===== config.mk =====
export PLATFORM = sky130hd
export DESIGN_NAME = ifmap_stream_framer
export DESIGN_NICKNAME = d
export VERILOG_FILES = /design/src/rtl/ifmap_stream_framer.sv
export SDC_FILE = /design/constraint.sdc
export NUM_CORES = 1
export LEC_CHECK = 0
export BUFFER_PORTS_ARGS = -buffer_cell sky130_fd_sc_hd__buf_2
export CORE_MARGIN = 10
export CORE_UTILIZATION = 59
export DETAILED_ROUTE_END_ITERATION = 10
export PLACE_DENSITY = 0.78
export SLEW_MARGIN = 40
export SYNTH_ARGS = -nofsm -noshare
export SYNTH_HDL_FRONTEND = slang
export SYNTH_SLANG_ARGS = --single-unit

===== constraint.sdc =====
create_clock -name clk -period 3.3 [get_ports clk]
set_input_delay 0.66 -clock clk [delete_from_list [all_inputs] [get_ports clk]]
set_output_delay 0.66 -clock clk [all_outputs]
set_load 0.01 [all_outputs]

===== src/rtl/ifmap_stream_framer.sv =====
// ifmap_stream_framer: buffers raw ifmap words in a small FIFO and frames them
// into rows of row_len words (num_rows rows), optionally followed by a zero
// "flush" row of flush_len words. Each output word carries a 2-bit tag:
// 10 = first word of a row, 01 = last, 11 = single-word row, 00 = middle.
//
// Ports
//   clk, reset            : rising-edge clock, async active-low reset
//   start, abort          : frame start pulse (latches config) / sync cancel
//   row_len, num_rows,
//   flush_len             : frame configuration
//   in_data/in_valid/
//   in_ready              : raw word input (in_ready = FIFO not full)
//   out_data/out_wen/
//   out_ready             : registered {tag, word} stream toward IFmap buffer
//   busy, done, err       : frame in progress / end pulse / sticky bad config
module ifmap_stream_framer #(
  parameter int unsigned DATA_WIDTH = 16,
  parameter int unsigned LEN_WIDTH  = 8,
  parameter int unsigned FIFO_DEPTH = 4
) (
  input  logic                    clk,
  input  logic                    reset,
  input  logic                    start,
  input  logic                    abort,
  input  logic [LEN_WIDTH-1:0]    row_len,
  input  logic [LEN_WIDTH-1:0]    num_rows,
  input  logic [LEN_WIDTH-1:0]    flush_len,
  input  logic [DATA_WIDTH-1:0]   in_data,
  input  logic                    in_valid,
  output logic                    in_ready,
  output logic [DATA_WIDTH+1:0]   out_data,
  output logic                    out_wen,
  input  logic                    out_ready,
  output logic                    busy,
  output logic                    done,
  output logic                    err
);

  localparam int unsigned PTR_W = (FIFO_DEPTH > 1) ? $clog2(FIFO_DEPTH) : 1;
  localparam int unsigned CNT_W = $clog2(FIFO_DEPTH) + 1;
  localparam int unsigned OUT_W = DATA_WIDTH + 2;

  typedef enum logic [1:0] {S_IDLE, S_ROW, S_FLUSH, S_END} state_t;

  state_t                r_state;
  state_t                w_next_state;

  logic [DATA_WIDTH-1:0] r_mem [FIFO_DEPTH];
  logic [PTR_W-1:0]      r_wr_ptr;
  logic [PTR_W-1:0]      r_rd_ptr;
  logic [CNT_W-1:0]      r_count;
  logic [CNT_W-1:0]      w_count_next;
  logic                  r_in_ready;

  logic [LEN_WIDTH-1:0]  r_row_len;
  logic [LEN_WIDTH-1:0]  r_num_rows;
  logic [LEN_WIDTH-1:0]  r_flush_len;
  logic [LEN_WIDTH-1:0]  r_word_cnt;
  logic [LEN_WIDTH-1:0]  r_row_cnt;
  logic                  r_phase_done;

  logic [OUT_W-1:0]      r_out_data;
  logic                  r_out_wen;
  logic                  r_busy;
  logic                  r_done;
  logic                  r_err;

  logic                  w_push;
  logic                  w_pop;
  logic                  w_clear;
  logic                  w_cfg_load;
  logic                  w_cfg_ok;
  logic                  w_fifo_empty;
  logic                  w_slot_free;
  logic [LEN_WIDTH-1:0]  w_next_word;
  logic [LEN_WIDTH-1:0]  w_next_row;
  logic                  w_next_phase_done;
  logic                  w_next_wen;
  logic [OUT_W-1:0]      w_next_data;
  logic                  w_next_err;

  // Tag for word w of a row holding len words.
  function automatic logic [1:0] f_tag(input logic [LEN_WIDTH-1:0] w,
                                       input logic [LEN_WIDTH-1:0] len);
    if (len == LEN_WIDTH'(1))                 return 2'b11;
    else if (w == '0)                         return 2'b10;
    else if (w == len - LEN_WIDTH'(1))        return 2'b01;
    else                                      return 2'b00;
  endfunction

  assign w_push       = in_valid & r_in_ready;
  assign w_fifo_empty = (r_count == '0);
  assign w_slot_free  = ~r_out_wen | out_ready;
  assign w_cfg_ok     = (row_len != '0) && (num_rows != '0);
  assign w_count_next = r_count + CNT_W'(w_push) - CNT_W'(w_pop);

  // FIFO storage; pointers reset/clear on their own, so data needs no reset.
  always_ff @(posedge clk) begin
    if (w_push) r_mem[r_wr_ptr] <= in_data;
  end

  // FIFO pointers, occupancy and registered not-full flag.
  always_ff @(posedge clk or negedge reset) begin
    if (!reset) begin
      r_wr_ptr   <= '0;
      r_rd_ptr   <= '0;
      r_count    <= '0;
      r_in_ready <= 1'b1;
    end else if (w_clear) begin
      r_wr_ptr   <= '0;
      r_rd_ptr   <= '0;
      r_count    <= '0;
      r_in_ready <= 1'b1;
    end else begin
      if (w_push) r_wr_ptr <= r_wr_ptr + PTR_W'(1);
      if (w_pop)  r_rd_ptr <= r_rd_ptr + PTR_W'(1);
      r_count    <= w_count_next;
      r_in_ready <= (w_count_next != CNT_W'(FIFO_DEPTH));
    end
  end

  // State, counters, output stage and status registers.
  always_ff @(posedge clk or negedge reset) begin
    if (!reset) begin
      r_state      <= S_IDLE;
      r_row_len    <= '0;
      r_num_rows   <= '0;
      r_flush_len  <= '0;
      r_word_cnt   <= '0;
      r_row_cnt    <= '0;
      r_phase_done <= 1'b0;
      r_out_wen    <= 1'b0;
      r_out_data   <= '0;
      r_busy       <= 1'b0;
      r_done       <= 1'b0;
      r_err        <= 1'b0;
    end else begin
      r_state      <= w_next_state;
      if (w_cfg_load) begin
        r_row_len   <= row_len;
        r_num_rows  <= num_rows;
        r_flush_len <= flush_len;
      end
      r_word_cnt   <= w_next_word;
      r_row_cnt    <= w_next_row;
      r_phase_done <= w_next_phase_done;
      r_out_wen    <= w_next_wen;
      r_out_data   <= w_next_data;
      r_busy       <= (w_next_state != S_IDLE);
      r_done       <= (w_next_state == S_END);
      r_err        <= w_next_err;
    end
  end

  // Next-state and output-stage logic. Counters index the next word to load;
  // r_phase_done marks that the last word of the current phase is loaded, so
  // the phase ends when that word leaves the output register.
  always_comb begin
    w_next_state      = r_state;
    w_next_word       = r_word_cnt;
    w_next_row        = r_row_cnt;
    w_next_phase_done = r_phase_done;
    w_next_wen        = r_out_wen & ~out_ready;
    w_next_data       = r_out_data;
    w_next_err        = r_err;
    w_pop             = 1'b0;
    w_clear           = 1'b0;
    w_cfg_load        = 1'b0;

    unique case (r_state)
      S_IDLE: begin
        if (start) begin
          w_next_word       = '0;
          w_next_row        = '0;
          w_next_phase_done = 1'b0;
          if (w_cfg_ok) begin
            w_next_state = S_ROW;
            w_next_err   = 1'b0;
            w_cfg_load   = 1'b1;
          end else begin
            w_next_state = S_END;
            w_next_err   = 1'b1;
          end
        end
      end

      S_ROW: begin
        if (w_slot_free) begin
          if (r_phase_done) begin
            // Last row word is leaving; preload the first flush word so the
            // stream continues without a bubble.
            if (r_flush_len != '0) begin
              w_next_state = S_FLUSH;
              w_next_wen   = 1'b1;
              w_next_data  = {f_tag('0, r_flush_len), DATA_WIDTH'(0)};
              if (r_flush_len == LEN_WIDTH'(1)) begin
                w_next_word       = '0;
                w_next_phase_done = 1'b1;
              end else begin
                w_next_word       = LEN_WIDTH'(1);
                w_next_phase_done = 1'b0;
              end
            end else begin
              w_next_state = S_END;
            end
          end else if (!w_fifo_empty) begin
            w_pop       = 1'b1;
            w_next_wen  = 1'b1;
            w_next_data = {f_tag(r_word_cnt, r_row_len), r_mem[r_rd_ptr]};
            if (r_word_cnt == r_row_len - LEN_WIDTH'(1)) begin
              w_next_word = '0;
              if (r_row_cnt == r_num_rows - LEN_WIDTH'(1)) begin
                w_next_phase_done = 1'b1;
              end else begin
                w_next_row = r_row_cnt + LEN_WIDTH'(1);
              end
            end else begin
              w_next_word = r_word_cnt + LEN_WIDTH'(1);
            end
          end
        end
      end

      S_FLUSH: begin
        if (w_slot_free) begin
          if (r_phase_done) begin
            w_next_state = S_END;
          end else begin
            w_next_wen  = 1'b1;
            w_next_data = {f_tag(r_word_cnt, r_flush_len), DATA_WIDTH'(0)};
            if (r_word_cnt == r_flush_len - LEN_WIDTH'(1)) begin
              w_next_phase_done = 1'b1;
            end else begin
              w_next_word = r_word_cnt + LEN_WIDTH'(1);
            end
          end
        end
      end

      S_END: begin
        w_next_state = S_IDLE;
      end

      default: begin
        w_next_state = S_IDLE;
      end
    endcase

    // Abort wins over everything, including a same-cycle start.
    if (abort) begin
      w_next_state      = S_IDLE;
      w_next_word       = '0;
      w_next_row        = '0;
      w_next_phase_done = 1'b0;
      w_next_wen        = 1'b0;
      w_next_err        = r_err;
      w_pop             = 1'b0;
      w_clear           = 1'b1;
      w_cfg_load        = 1'b0;
    end
  end

  assign in_ready = r_in_ready;
  assign out_data = r_out_data;
  assign out_wen  = r_out_wen;
  assign busy     = r_busy;
  assign done     = r_done;
  assign err      = r_err;

endmodule


* Yosys cells after proc, flatten, opt, wreduce, memory -nomap -nowiden
Memory sizes are Yosys's and may differ from the RTL's.
Cells that the tools add are included.
** Cells by class
- Add/subtract/negate cells :: 9
- Eq/ne operators :: 26
- Mux-type cells :: 82
- Bitwise gates (word level) :: 6
- Reduce and logical (&&, ||, !) cells :: 18
** Operators by type and width (number)
- $mux W8 :: 16
- $mux W18 :: 6
- $mux W1 :: 38
- $ne A3 B3 Y1 const B :: 12
- $pmux W18 S2 :: 1
- $mux W2 :: 15
- $eq A8 B8 Y1 :: 3
- $pmux W8 S3 :: 1
- $reduce_bool A8 Y1 :: 3
- $sub A8 B1 Y8 const B :: 3
- $add A8 B1 Y8 const B :: 2
- $eq A8 B1 Y1 const B :: 2
- $pmux W8 S2 :: 1
- $logic_not A8 Y1 :: 1
- $ne A4 B4 Y1 const B :: 2
- $pmux W2 S4 :: 1
- $reduce_and A8 Y1 :: 1
- $reduce_bool A2 Y1 :: 4
- $reduce_and A7 Y1 :: 1
- $eq A2 B2 Y1 const B :: 3
- $ne A2 B2 Y1 const B :: 3
- $reduce_and A6 Y1 :: 1
- $add A2 B1 Y2 const B :: 2
- $reduce_and A4 Y1 :: 1
- other kinds (15) :: 18
** Storage, ports and cells
- Flip-flop bits (word level) :: 73
- Memory bits (writable) :: 64
- Input bits :: 46
- Output and inout port bits :: 23
- Logic and storage cells :: 158
- Memories :: 1
** Memories
- r_mem :: words 4, width 16, rd ports 1, clocked after memory_dff 0, write ports 1, RTL line 48 : logic [DATA_WIDTH-1:0] r_mem [FIFO_DEPTH];

* Depth between registers and ports, before layout
Gate-level depths: netlist (run 1).
- Depth in word-level cells :: 9
- Gate-level depth with buffers :: 13
- Mapped depth without buffers :: 13

* Worst setup path after synthesis (run 1)
No wires, ideal clock.
- Path type :: in2reg
- From :: input port abort
- To :: register r_in_ready, in the netlist in_ready
- Library setup time :: 84 ps
- Arrival :: 2742 ps
- Required time :: 3216 ps
- Slack :: 473 ps
- Stages :: 12
- Path buffers :: 3
- Path through :: clkbuf_1 -> clkbuf_1 -> buf_1 -> nor3_1 -> ha_1 -> inv_1 -> ha_1 -> inv_1 -> fa_1 -> xnor2_1 -> nor2_1 -> nand3b_1
** Between the ends
- Cells in the longest elaborated chain, start to end :: 4
- Elaborated cells between the ends (all ways) :: 5
- Those cells by class :: add/sub: 1; eq/ne: 1; mux: 3
** RTL lines
- from (decl) :: RTL line 24 : input logic abort,
- $mux W1 :: RTL line 250 : if (abort) begin
- $sub A3 B1 Y3 :: RTL line 95 : assign w_count_next = r_count + CNT_W'(w_push) - CNT_W'(w_pop);
- $ne A3 B3 Y1 :: RTL line 118 : r_in_ready <= (w_count_next != CNT_W'(FIFO_DEPTH));
- $mux W1 (*) :: RTL line 109 : end else if (w_clear) begin
- to (signal assigned) :: RTL line 118
- to (decl) :: RTL line 53 : logic r_in_ready;
Every way passes the cells marked *; elsewhere a longest branch is shown, timed or not.
A chain may end at the register's enable or synchronous reset.

* Final worst setup path (run 1)
- From :: register r_flush_len[0]
- To :: register r_word_cnt[3]
** Between the ends
- Cells in the longest elaborated chain, start to end :: 4
- Elaborated cells between the ends (all ways) :: 6
- Those cells by class :: add/sub: 1; eq/ne: 3; reduce/logical: 2
** RTL lines
- from (decl) :: RTL line 57 : logic [LEN_WIDTH-1:0] r_flush_len;
- from (signal assigned) :: RTL line 142 : r_flush_len <= flush_len;
- $sub A8 B1 Y8 :: RTL line 231 : if (r_word_cnt == r_flush_len - LEN_WIDTH'(1)) begin
- $eq A8 B8 Y1 :: RTL line 231
- $ne A3 B3 Y1 (no source line)
- $reduce_and A8 Y1 (no source line) (*)
- to (signal assigned) :: RTL line 144 : r_word_cnt <= w_next_word;
- to (decl) :: RTL line 58 : logic [LEN_WIDTH-1:0] r_word_cnt;
Marked as above.

==> results of run 1 <==
==> power by group <==
part           internal [uW]  leakage (uW)  switching, uW  total, uW
registers               2200       0.00151            367       2570
clock network           1120      0.000284            747       1870
logic                    850       0.00141           1030       1880
==> critical path, delay by kind of cell (launching register included) <==
family | cells | cell delay [ns]
adders and majority gates | 1 | 0.24
and+or+nand+nor | 3 | 1.20
buffers and inverters | 1 | 0.09
DFF | 1 | 0.45
AOI/OAI and AO/OA | 4 | 0.83
==> placed cells by master (no fill, tap or decap), drive strengths merged, types with 8 or more instances in the layout <==
cell	synthesis	routed
ha	18	18
clkbuf	19	20
edfxtp	64	64
nor4	9	9
nand2	56	56
inv	22	25
nor2	25	25
nor2b	12	12
and3	10	10
or3	8	8
xor2	13	13
dfrtp	72	72
mux2	25	25
mux4	16	16
o21ai	33	33
a21oi	19	19
nor3	12	12
xnor2	20	20
buf	7	76
==> worst min-delay path by stage <==
stage,endpoint,cells past startpoint,startpoint,slack (ns)
3_3_place_gp,out_data[2],2,out_data[2],0.46
6_report,r_num_rows[3],2,reset,0.36
4_1_cts,r_row_len[6],2,reset,0.36
3_5_place_dp,out_data[3],2,out_data[3],0.47
5_1_grt,r_num_rows[2],2,reset,0.40
2_1_floorplan,busy,0,reset,0.36
==> flip-flops by register name (all words and copies together) (netlist names), 3 cells and up <==
| name | count |
|---|---|
| out_data | 18 |
| r_row_len | 8 |
| r_mem | 64 |
| r_word_cnt | 8 |
| r_count | 3 |
| r_num_rows | 8 |
| r_row_cnt | 8 |
| r_flush_len | 8 |
==> layout make-up <==
type | count | area (um2)
sequential | 137 | 3750
fill | 721 | 3220
multi-input combinational | 363 | 2760
clock buffer | 20 | 478
timing repair buffer | 76 | 404
tap | 140 | 175
clock inverter | 12 | 111
inverter | 22 | 82.6
==> per-stage QoR <==
step	setup slack, ns	power (uW)	area [um2]	instances	util, %
floorplan	0.473	3870	6700	548	-
global placement	0.536	4360	7160	738	65.2
detailed placement	0.434	4450	7160	738	65.2
CTS	0.408	6350	7750	770	70.6
global route	0.179	6680	7760	770	70.7
finish	0.381	6320	7760	770	70.7
==> per-layer routing <==
layer | vias up | global-route usage, %
met3 | 22 | 6.46
met1 | 2263 | 22.1
li1 | 2155 | -
met2 | 135 | 30.9
met5 | - | 0
met4 | 0 | 6.63
==> cell families after synthesis <==
| logic type | count (synthesis) | synth area share, % |
|---|---|---|
| buffers and inverters | 48 | 2.97 |
| DFF | 137 | 56.0 |
| and+or+nand+nor | 170 | 13.7 |
| adders and majority gates | 20 | 3.81 |
| muxes | 43 | 9.88 |
| AOI/OAI and AO/OA | 97 | 9.28 |
| xor gates and xnor gates | 33 | 4.43 |
==> run_results.csv, run 1 <==
group,metric,value,unit
detailed_routing,wl_per_cell,18.9,um
setup_path,r2r-start,"r_flush_len[0]",
synthesis,synthFlopType,"dfrtp_1",
flow_run,drv_cap,0,
synthesis,syn_nets,613,
sta,worstMarginPinSlew,0.844,ns
synthesis,synthTopCellsByCount,"dfrtp_1 (72), edfxtp_1 (64), nand2_1 (56)",
die,die_h,127,um
setup_path,r2r_slack,0.38,ns
detailed_routing,routed-via-count,4575,
clock_tree,cts_tree,"yes",
detailed_routing,detail_route.first_pass.iterations,5,
pwr,powerDensity,815,nW/um2
setup_path,required,3.61,ns
sta,hold_slack,0.356,ns
worst_hold_path,min-delay-path-class,"in -> async",
synthesis,synth.largest_area_cell,"edfxtp_1",
grt,grtUsageTotal,18.7,%
grt,grt_max_degree,74,
clock_tree,htree_levels,4,
sta,fmax,343,MHz
grt,grt_pass1_wl,23800,um
synthesis,synth_top_area_share,28.7,%
final_layout,antenna_cells,0,
clock_tree,cts_buffers,17,
place,gp_congestion,0.883,
setup_path,cp-startpoint,"r_flush_len[0]",
outcome,status,"finished clean",
detailed_routing,wl_met2,7460,um
detailed_routing,dr.max_layer_used,"met4",
final_layout,area_delta_synth_final,15.9,%
clock_tree,cts-resized-gates,0,
synthesis,postSynthAreaPerCell,12.2,um2
detailed_routing,wl_met1,6100,um
setup_path,arrival,3.23,ns
detailed_routing,viasPerCell,5.94,
final_layout,drive_gt1_share,26.7,%
grt,antenna_found_initial,1,
setup_path,start_kind,"flip-flop",
place,dpl.hpwl,9960,um
synthesis,async_flop_share,53.3,%
pwr,p_leak,0.00321,uW
grt,overflow,0,
synthesis,synth.most_common_cell,"dfrtp_1",
clock_tree,insertion_delay,0.43,ns
synthesis,syn_area,6700,um2
clock_tree,clock_sinks,137,
sta,period_share,88.5,%
setup_path,crit_end,"r_word_cnt[3]",
sta,hold_viol,0,
sta,relSlewSlack,43.7,%
sta,finalCriticalPeriod,2.92,ns
clock_tree,postCtsHoldBufs,0,
die,start_util,61.0,%
sta,setup-tns-final,0,ns
die,io_pins,69,
clock_tree,clk_pin_slew,0.06,ns
sta,maxSlewViolCount,0,
final_layout,fin_nets,682,
setup_path,cp-end-kind,"flip-flop",
detailed_routing,met3WireLength,803,um
detailed_routing,drcViolationCount,0,
setup_path,cp_max_fo,9,
sta,fin_worst_skew,0.0116,ns
grt,grt_pass1_vias,4679,
setup_path,critical_path_class,"reg -> reg",
die,num_rows,38,
sta,setup-violations-final,0,
place,portBuffers,68,
setup_path,worst_path_max_delay_cell,"or4b_4",
detailed_routing,dr.first_iter.drc_count,314,
die,die_w,127,um
detailed_routing,drt-total-wl,14600,um
synthesis,ys_top_cells_by_area,"edfxtp_1 (29%), dfrtp_1 (27%), mux4_2 (5.4%), mux2_2 (4.2%), ha_1 (3.4%)",
pwr,peakVddDrop,0.000544,V
synthesis,yosysSeqAreaShare,56.0,%
die,die-area,16000,um2
synthesis,synth_cell_types,67,
clock_tree,postCtsSetupBuffers,0,
setup_path,crit_path_cell_trace,"inv_1, ha_1, or4b_4, or3_1, a21oi_1, o2111ai_1, and2_1, o21ba_2, a22o_1",
synthesis,ys_warn_count,0,
setup_path,rr_endpoint,"r_word_cnt[3]",
synthesis,syn_inst,548,
setup_path,reg2regPathDepth,9,
synthesis,synth_seq_cells,137,
setup_path,cp_slowest_stage_delay,0.52,ns
clock_tree,cts_buffer_depth,2,
synthesis,synth_edf_count,64,
clock_tree,cts_root_buf,"clkbuf_16",
sta,rsz0062_at_grt,"false",
die,core,11000,um2
detailed_routing,ant_nets,0,
(Power assumes the default switching activity.)
==> run 2: changes to the inputs <==
--- a/config.mk
+++ b/config.mk
@@ -9,5 +9,6 @@
 export CORE_MARGIN = 10
-export CORE_UTILIZATION = 59
+export CORE_UTILIZATION = 60
+export CTS_BUF_LIST = sky130_fd_sc_hd__clkbuf_4 sky130_fd_sc_hd__clkbuf_8
 export DETAILED_ROUTE_END_ITERATION = 10
-export PLACE_DENSITY = 0.78
+export PLACE_DENSITY = 0.79
 export SLEW_MARGIN = 40
==> constraint.sdc (replaced) <==
create_clock -name clk -period 3.3 [get_ports clk]
set_input_delay 0.33 -clock clk [delete_from_list [all_inputs] [get_ports clk]]
set_output_delay 0.33 -clock clk [all_outputs]
set_load 0.01 [all_outputs]
==> run_results.csv, run 2 (synthesis results as in run 1) <==
group,metric,value,unit
setup_path,rr_endpoint,"r_word_cnt[7]",
grt,grt_pass1_wl,24200,um
die,start_util,61.5,%
clock_tree,postCtsSetupBuffers,0,
detailed_routing,drcViolationCount,0,
sta,hold_slack,-0.0216,ns
setup_path,reg2regPathDepth,9,
final_layout,drive_gt1_share,26.2,%
sta,maxSlewViolCount,0,
clock_tree,htree_levels,4,
sta,hold_viol,14,
pwr,powerDensity,787,nW/um2
place,gp_congestion,0.920,
grt,grt_pass1_vias,4792,
clock_tree,clk_pin_slew,0.08,ns
final_layout,area_delta_synth_final,13.6,%
setup_path,critical_path.top_delay_family,"simple AND/OR/NAND/NOR gates",
clock_tree,postCtsHoldBufs,0,
final_layout,final_common_cell,"dfrtp_1",
setup_path,cp-end-kind,"flip-flop",
setup_path,crit_path_cell_trace,"inv_1, ha_1, or4b_4, or3_1, a21oi_1, o2111ai_1, and2_1, o21ba_2, a22o_1",
grt,grtUsageTotal,19.0,%
final_layout,regMostFlops,"r_mem",
sta,fin_worst_skew,0.0113,ns
detailed_routing,drt-total-wl,14600,um
die,die_h,126,um
flow_run,drv_cap,0,
clock_tree,clock_sinks,137,
grt,antenna_found_initial,0,
pwr,p_leak,0.00314,uW
die,num_rows,38,
detailed_routing,ant_nets,0,
sta,worstMarginPinSlew,0.817,ns
pwr,peakVddDrop,0.000610,V
final_layout,largest_reg_flops,64,
detailed_routing,detail_route.first_pass.iterations,4,
detailed_routing,viasPerCell,5.99,
final_layout,antenna_cells,0,
setup_path,arrival,3.41,ns
die,core,10900,um2
sta,rsz0062_at_grt,"false",
die,die_w,126,um
grt,overflow,0,
clock_tree,cts-resized-gates,0,
clock_tree,cts_root_buf,"clkbuf_8",
sta,setup-violations-final,0,
final_layout,final_cell_mix,"dfrtp_1 (72), buf_2 (68), edfxtp_1 (64), nand2_1 (56), o21ai_0 (33)",
setup_path,start_kind,"flip-flop",
clock_tree,cts_tree,"yes",
sta,layout_setup_ws,0.238,ns
setup_path,required,3.64,ns
sta,fmax,327,MHz
place,dp_worst_setup_slack,0.323,ns
die,io_pins,69,
setup_path,cp_slowest_stage_delay,0.53,ns
worst_hold_path,min-delay-path-class,"in -> async",
clock_tree,insertion_delay,0.46,ns
setup_path,worst_path_max_delay_cell,"or4b_4",
place,dpl.hpwl,10100,um
place,portBuffers,68,
final_layout,fin_util,69.9,%
setup_path,cp-startpoint,"r_flush_len[0]",
outcome,status,"finished with violations",
detailed_routing,wl_per_cell,18.9,um
outcome,violations,"hold timing",
sta,finalCriticalPeriod,3.06,ns
sta,period_share,92.8,%
setup_path,r2r_slack,0.24,ns
detailed_routing,routed-via-count,4607,
setup_path,r2r-start,"r_flush_len[0]",
clock_tree,cts_buffer_depth,2,
setup_path,critical_path_class,"reg -> reg",
detailed_routing,dr.first_iter.drc_count,315,
grt,grt_max_degree,74,
clock_tree,cts_buffers,17,
final_layout,fin_nets,681,
sta,relSlewSlack,45.5,%
die,die-area,15800,um2
setup_path,cp_max_fo,9,
sta,setup-tns-final,0,ns
setup_path,cp_num_buf_inv,1,
## run 2: changes by cell type in the layout (fill, tap and decap cells not counted), moves of 3 or more
cell	previous run	this run
clkinv_2	3	0
clkbuf_8	2	18
bufinv_16	1	4
clkbuf_16	18	0
## run 2: worst max-delay path by stage
stage	slack [ns]	depth (start not counted)	endpoint
after floorplan	0.62	10	r_word_cnt[2]
after global placement	0.53	9	r_word_cnt[4]
after detailed placement	0.32	9	r_word_cnt[7]
after CTS	0.27	9	r_word_cnt[7]
after global routing	0.1	9	r_word_cnt[6]
final	0.24	9	r_word_cnt[7]
## run 2: routing by layer
| metal | GRT usage (%) | vias up | part of all wire, % |
|---|---|---|---|
| li1 | - | 2146 | - |
| met1 | 21.8 | 2293 | 41 |
| met2 | 32.6 | 134 | 52 |
| met3 | 5.45 | 34 | 5.1 |
| met4 | 7.79 | 0 | 2.0 |
| met5 | 0 | - | 0 |
## run 2: through the flow
stage	total power [uW]	cell area (um2)	cells
after floorplan	3870	6700	548
after global placement	4360	7150	737
after detailed placement	4470	7150	737
after CTS	6020	7600	769
after global routing	6360	7610	769
final	5990	7610	769
## run 2: report_power, final
part	internal (uW)	leakage (uW)	switching (uW)
logic	847	0.00141	1030
registers	2200	0.00151	372
clock network	862	0.000220	679
total	3910	0.00314	2080
## run 2: layout make-up
class / instances / area, um2
clock buffers: 19 / 255
clock inverters: 13 / 194
fillers: 766 / 3280
flip-flops and latches: 137 / 3750
well taps: 140 / 175
repair buffers: 75 / 397
multi-input cells: 363 / 2760
inverters: 22 / 82.6
## run 2: worst register-to-register path, cell delays in order (launching register included)
cell,delay [ns]
dfrtp_1,0.45
inv_1,0.09
ha_1,0.27
or4b_4,0.53
or3_1,0.38
a21oi_1,0.19
o2111ai_1,0.21
and2_1,0.33
o21ba_2,0.29
a22o_1,0.21
==> run 3: changes to the inputs <==
- ABC_AREA: unset -> 1
==> run_results.csv, run 3 <==
group,metric,value,unit
die,core,11300,um2
setup_path,cp_max_fo,13,
setup_path,critical_path.top_delay_family,"adder cells",
die,start_util,61.0,%
grt,antenna_found_initial,0,
final_layout,regMostFlops,"r_mem",
die,io_pins,69,
synthesis,synth_seq_cells,137,
grt,grtUsageTotal,19.3,%
pwr,clockPowerShare,19.6,%
synthesis,synthFlopType,"dfrtp_1",
setup_path,start_kind,"flip-flop",
final_layout,fin_nets,939,
synthesis,ys_warn_count,0,
clock_tree,postCtsHoldBufs,1,
detailed_routing,detail_route.first_pass.iterations,6,
synthesis,synth.most_common_cell,"nand2_1",
sta,maxSlewViolCount,0,
grt,grt_pass1_wl,25600,um
synthesis,syn_nets,863,
synthesis,synthTopCellsByCount,"nand2_1 (182), nor2_1 (103), inv_1 (94)",
sta,setup-violations-final,0,
clock_tree,cts_buffer_depth,2,
worst_hold_path,min_path_cells,3,
synthesis,async_flop_share,53.3,%
final_layout,multi_input_area,2680,um2
setup_path,required,3.67,ns
sta,setup-tns-final,0,ns
grt,grt_pass1_vias,5540,
setup_path,worst_path_max_delay_cell,"dfrtp_1",
sta,hold_slack,0.0849,ns
synthesis,postSynthAreaPerCell,8.65,um2
synthesis,yosysSeqAreaShare,54.3,%
final_layout,final_common_cell,"nand2_1",
synthesis,synth_top_area_share,27.8,%
grt,overflow,0,
synthesis,synth.largest_area_cell,"edfxtp_1",
final_layout,final_cell_mix,"nand2_1 (182), nor2_1 (103), inv_1 (93), o21ai_0 (86), dfrtp_1 (72)",
final_layout,largest_reg_flops,64,
detailed_routing,dr.first_iter.drc_count,413,
die,num_rows,39,
clock_tree,clock_sinks,137,
clock_tree,cts_root_buf,"clkbuf_8",
pwr,swShare,41.1,%
synthesis,synth_cell_types,38,
setup_path,rr_endpoint,"in_ready",
final_layout,fill_cells,899,
detailed_routing,routed-via-count,5583,
pwr,p_switching,2510,uW
place,dpl.hpwl,10900,um
clock_tree,cts-resized-gates,0,
synthesis,synth_edf_count,64,
clock_tree,cts_buffers,17,
setup_path,cp_num_buf_inv,4,
sta,worstMarginPinSlew,0.675,ns
setup_path,cp_slowest_stage_delay,0.41,ns
pwr,p_leak,0.00358,uW
setup_path,cp-end-kind,"flip-flop",
place,dp_cells,997,
final_layout,regArea,3750,um2
outcome,status,"finished clean",
sta,period_share,87.2,%
detailed_routing,viasPerCell,5.42,
detailed_routing,drcViolationCount,0,
sta,relSlewSlack,55.0,%
setup_path,r2r-start,"r_state[1]",
clock_tree,insertion_delay,0.45,ns
sta,rsz0062_at_grt,"false",
die,die_h,127,um
clock_tree,clk_pin_slew,0.08,ns
pwr,power_frac_seq,41.0,%
synthesis,syn_area,6900,um2
pwr,powerDensity,785,nW/um2
final_layout,finalNonFillerCells,1030,
die,die-area,16200,um2
setup_path,r2r_slack,0.42,ns
pwr,p_comb_share,39.4,%
final_layout,area_delta_synth_final,12.5,%
flow_run,drv_cap,0,
setup_path,arrival,3.25,ns
detailed_routing,drt-total-wl,15500,um
detailed_routing,ant_nets,0,
final_layout,drive_gt1_share,14.7,%
synthesis,ys_top_cells_by_area,"edfxtp_1 (28%), dfrtp_1 (26%), nand2_1 (9.9%), o21ai_0 (6.2%), nor2_1 (5.6%)",
clock_tree,postCtsSetupBuffers,0,
setup_path,reg2regPathDepth,14,
worst_hold_path,hold_end,"r_flush_len[5]",
sta,fin_worst_skew,0.0118,ns
sta,finalCriticalPeriod,2.88,ns
die,die_w,127,um
pwr,internal_power,3590,uW
sta,hold_viol,0,
place,portBuffers,68,
clock_tree,cts_tree,"yes",
pwr,peakVddDrop,0.000664,V
detailed_routing,wl_per_cell,15.0,um
place,gp_congestion,0.853,
synthesis,syn_inst,798,
clock_tree,htree_levels,4,
worst_hold_path,hp-start,"flush_len[5]",
setup_path,critical_path_class,"reg -> reg",
final_layout,antenna_cells,0,
worst_hold_path,min-delay-path-class,"in -> reg",
sta,fmax,348,MHz
setup_path,cp_common_cell,"inv_1",
grt,grt_max_degree,74,
setup_path,crit_path_cell_trace,"inv_1, ha_1, inv_1, nor2_1, nand3_1, nor2_1, ha_1, inv_1, ha_1, inv_1, fa_1, xor2_1, nor2_1, nand3_1",
[run 3: tightest hold or removal path, cell delays in order]
cell	delay, ns
buf_2	0.08
nand2_1	0.05
nand2_1	0.05
[run 3: cell families after synthesis]
logic type,Yosys count,synth area share (%)
and+or+nand+nor,362,21.7
AOI/OAI and AO/OA,133,10.5
xor gates and xnor gates,24,3.04
DFF,137,54.3
buffers and inverters,123,6.87
adders and majority gates,19,3.55
[run 3: power groups by stage]
stage	Sequential, uW	Clock (uW)	Combinational [uW]
after floorplan	2520	0	1700
after global placement	2510	0	2300
after detailed placement	2510	0	2400
after CTS	2490	1220	2410
after global routing	2540	1290	2750
final	2500	1190	2400
[run 3: final cells by class]
cell class,instances,share of cell area (%)
Tap cell,143,2.30
Multi-Input combinational cell,538,34.5
Clock inverter,14,1.29
Inverter,99,4.78
Sequential cell,137,48.3
Timing Repair Buffer,81,5.75
Clock buffer,18,3.11
[run 3: how the worst max path moves through the flow]
stage | from | to | slack (ns) | cells past startpoint
floorplan | r_state[1] | in_ready | 0.73 | 15
global placement | r_state[1] | in_ready | 0.64 | 14
detailed placement | r_state[1] | in_ready | 0.46 | 14
CTS | r_state[1] | in_ready | 0.44 | 14
global route | r_state[1] | in_ready | 0.25 | 14
finish | r_state[1] | in_ready | 0.42 | 14
[run 3: routing by layer]
| layer | vias to the layer above | GRT usage, % | wire length (um) |
|---|---|---|---|
| met5 | - | 0 | 0 |
| met4 | 0 | 4.96 | 172 |
| met3 | 18 | 6.20 | 1070 |
| met2 | 168 | 33.6 | 7560 |
| met1 | 2631 | 22.4 | 6690 |
| li1 | 2766 | - | - |
[run 3: through the flow]
step,worst slack (ns),power [uW],cell area (um2),util [%]
2_1_floorplan,0.733,4220,6900,-
3_3_place_gp,0.643,4820,7410,65.5
3_5_place_dp,0.456,4910,7420,65.5
4_1_cts,0.439,6120,7770,68.6
5_1_grt,0.249,6580,7770,68.6
6_report,0.423,6090,7770,68.6
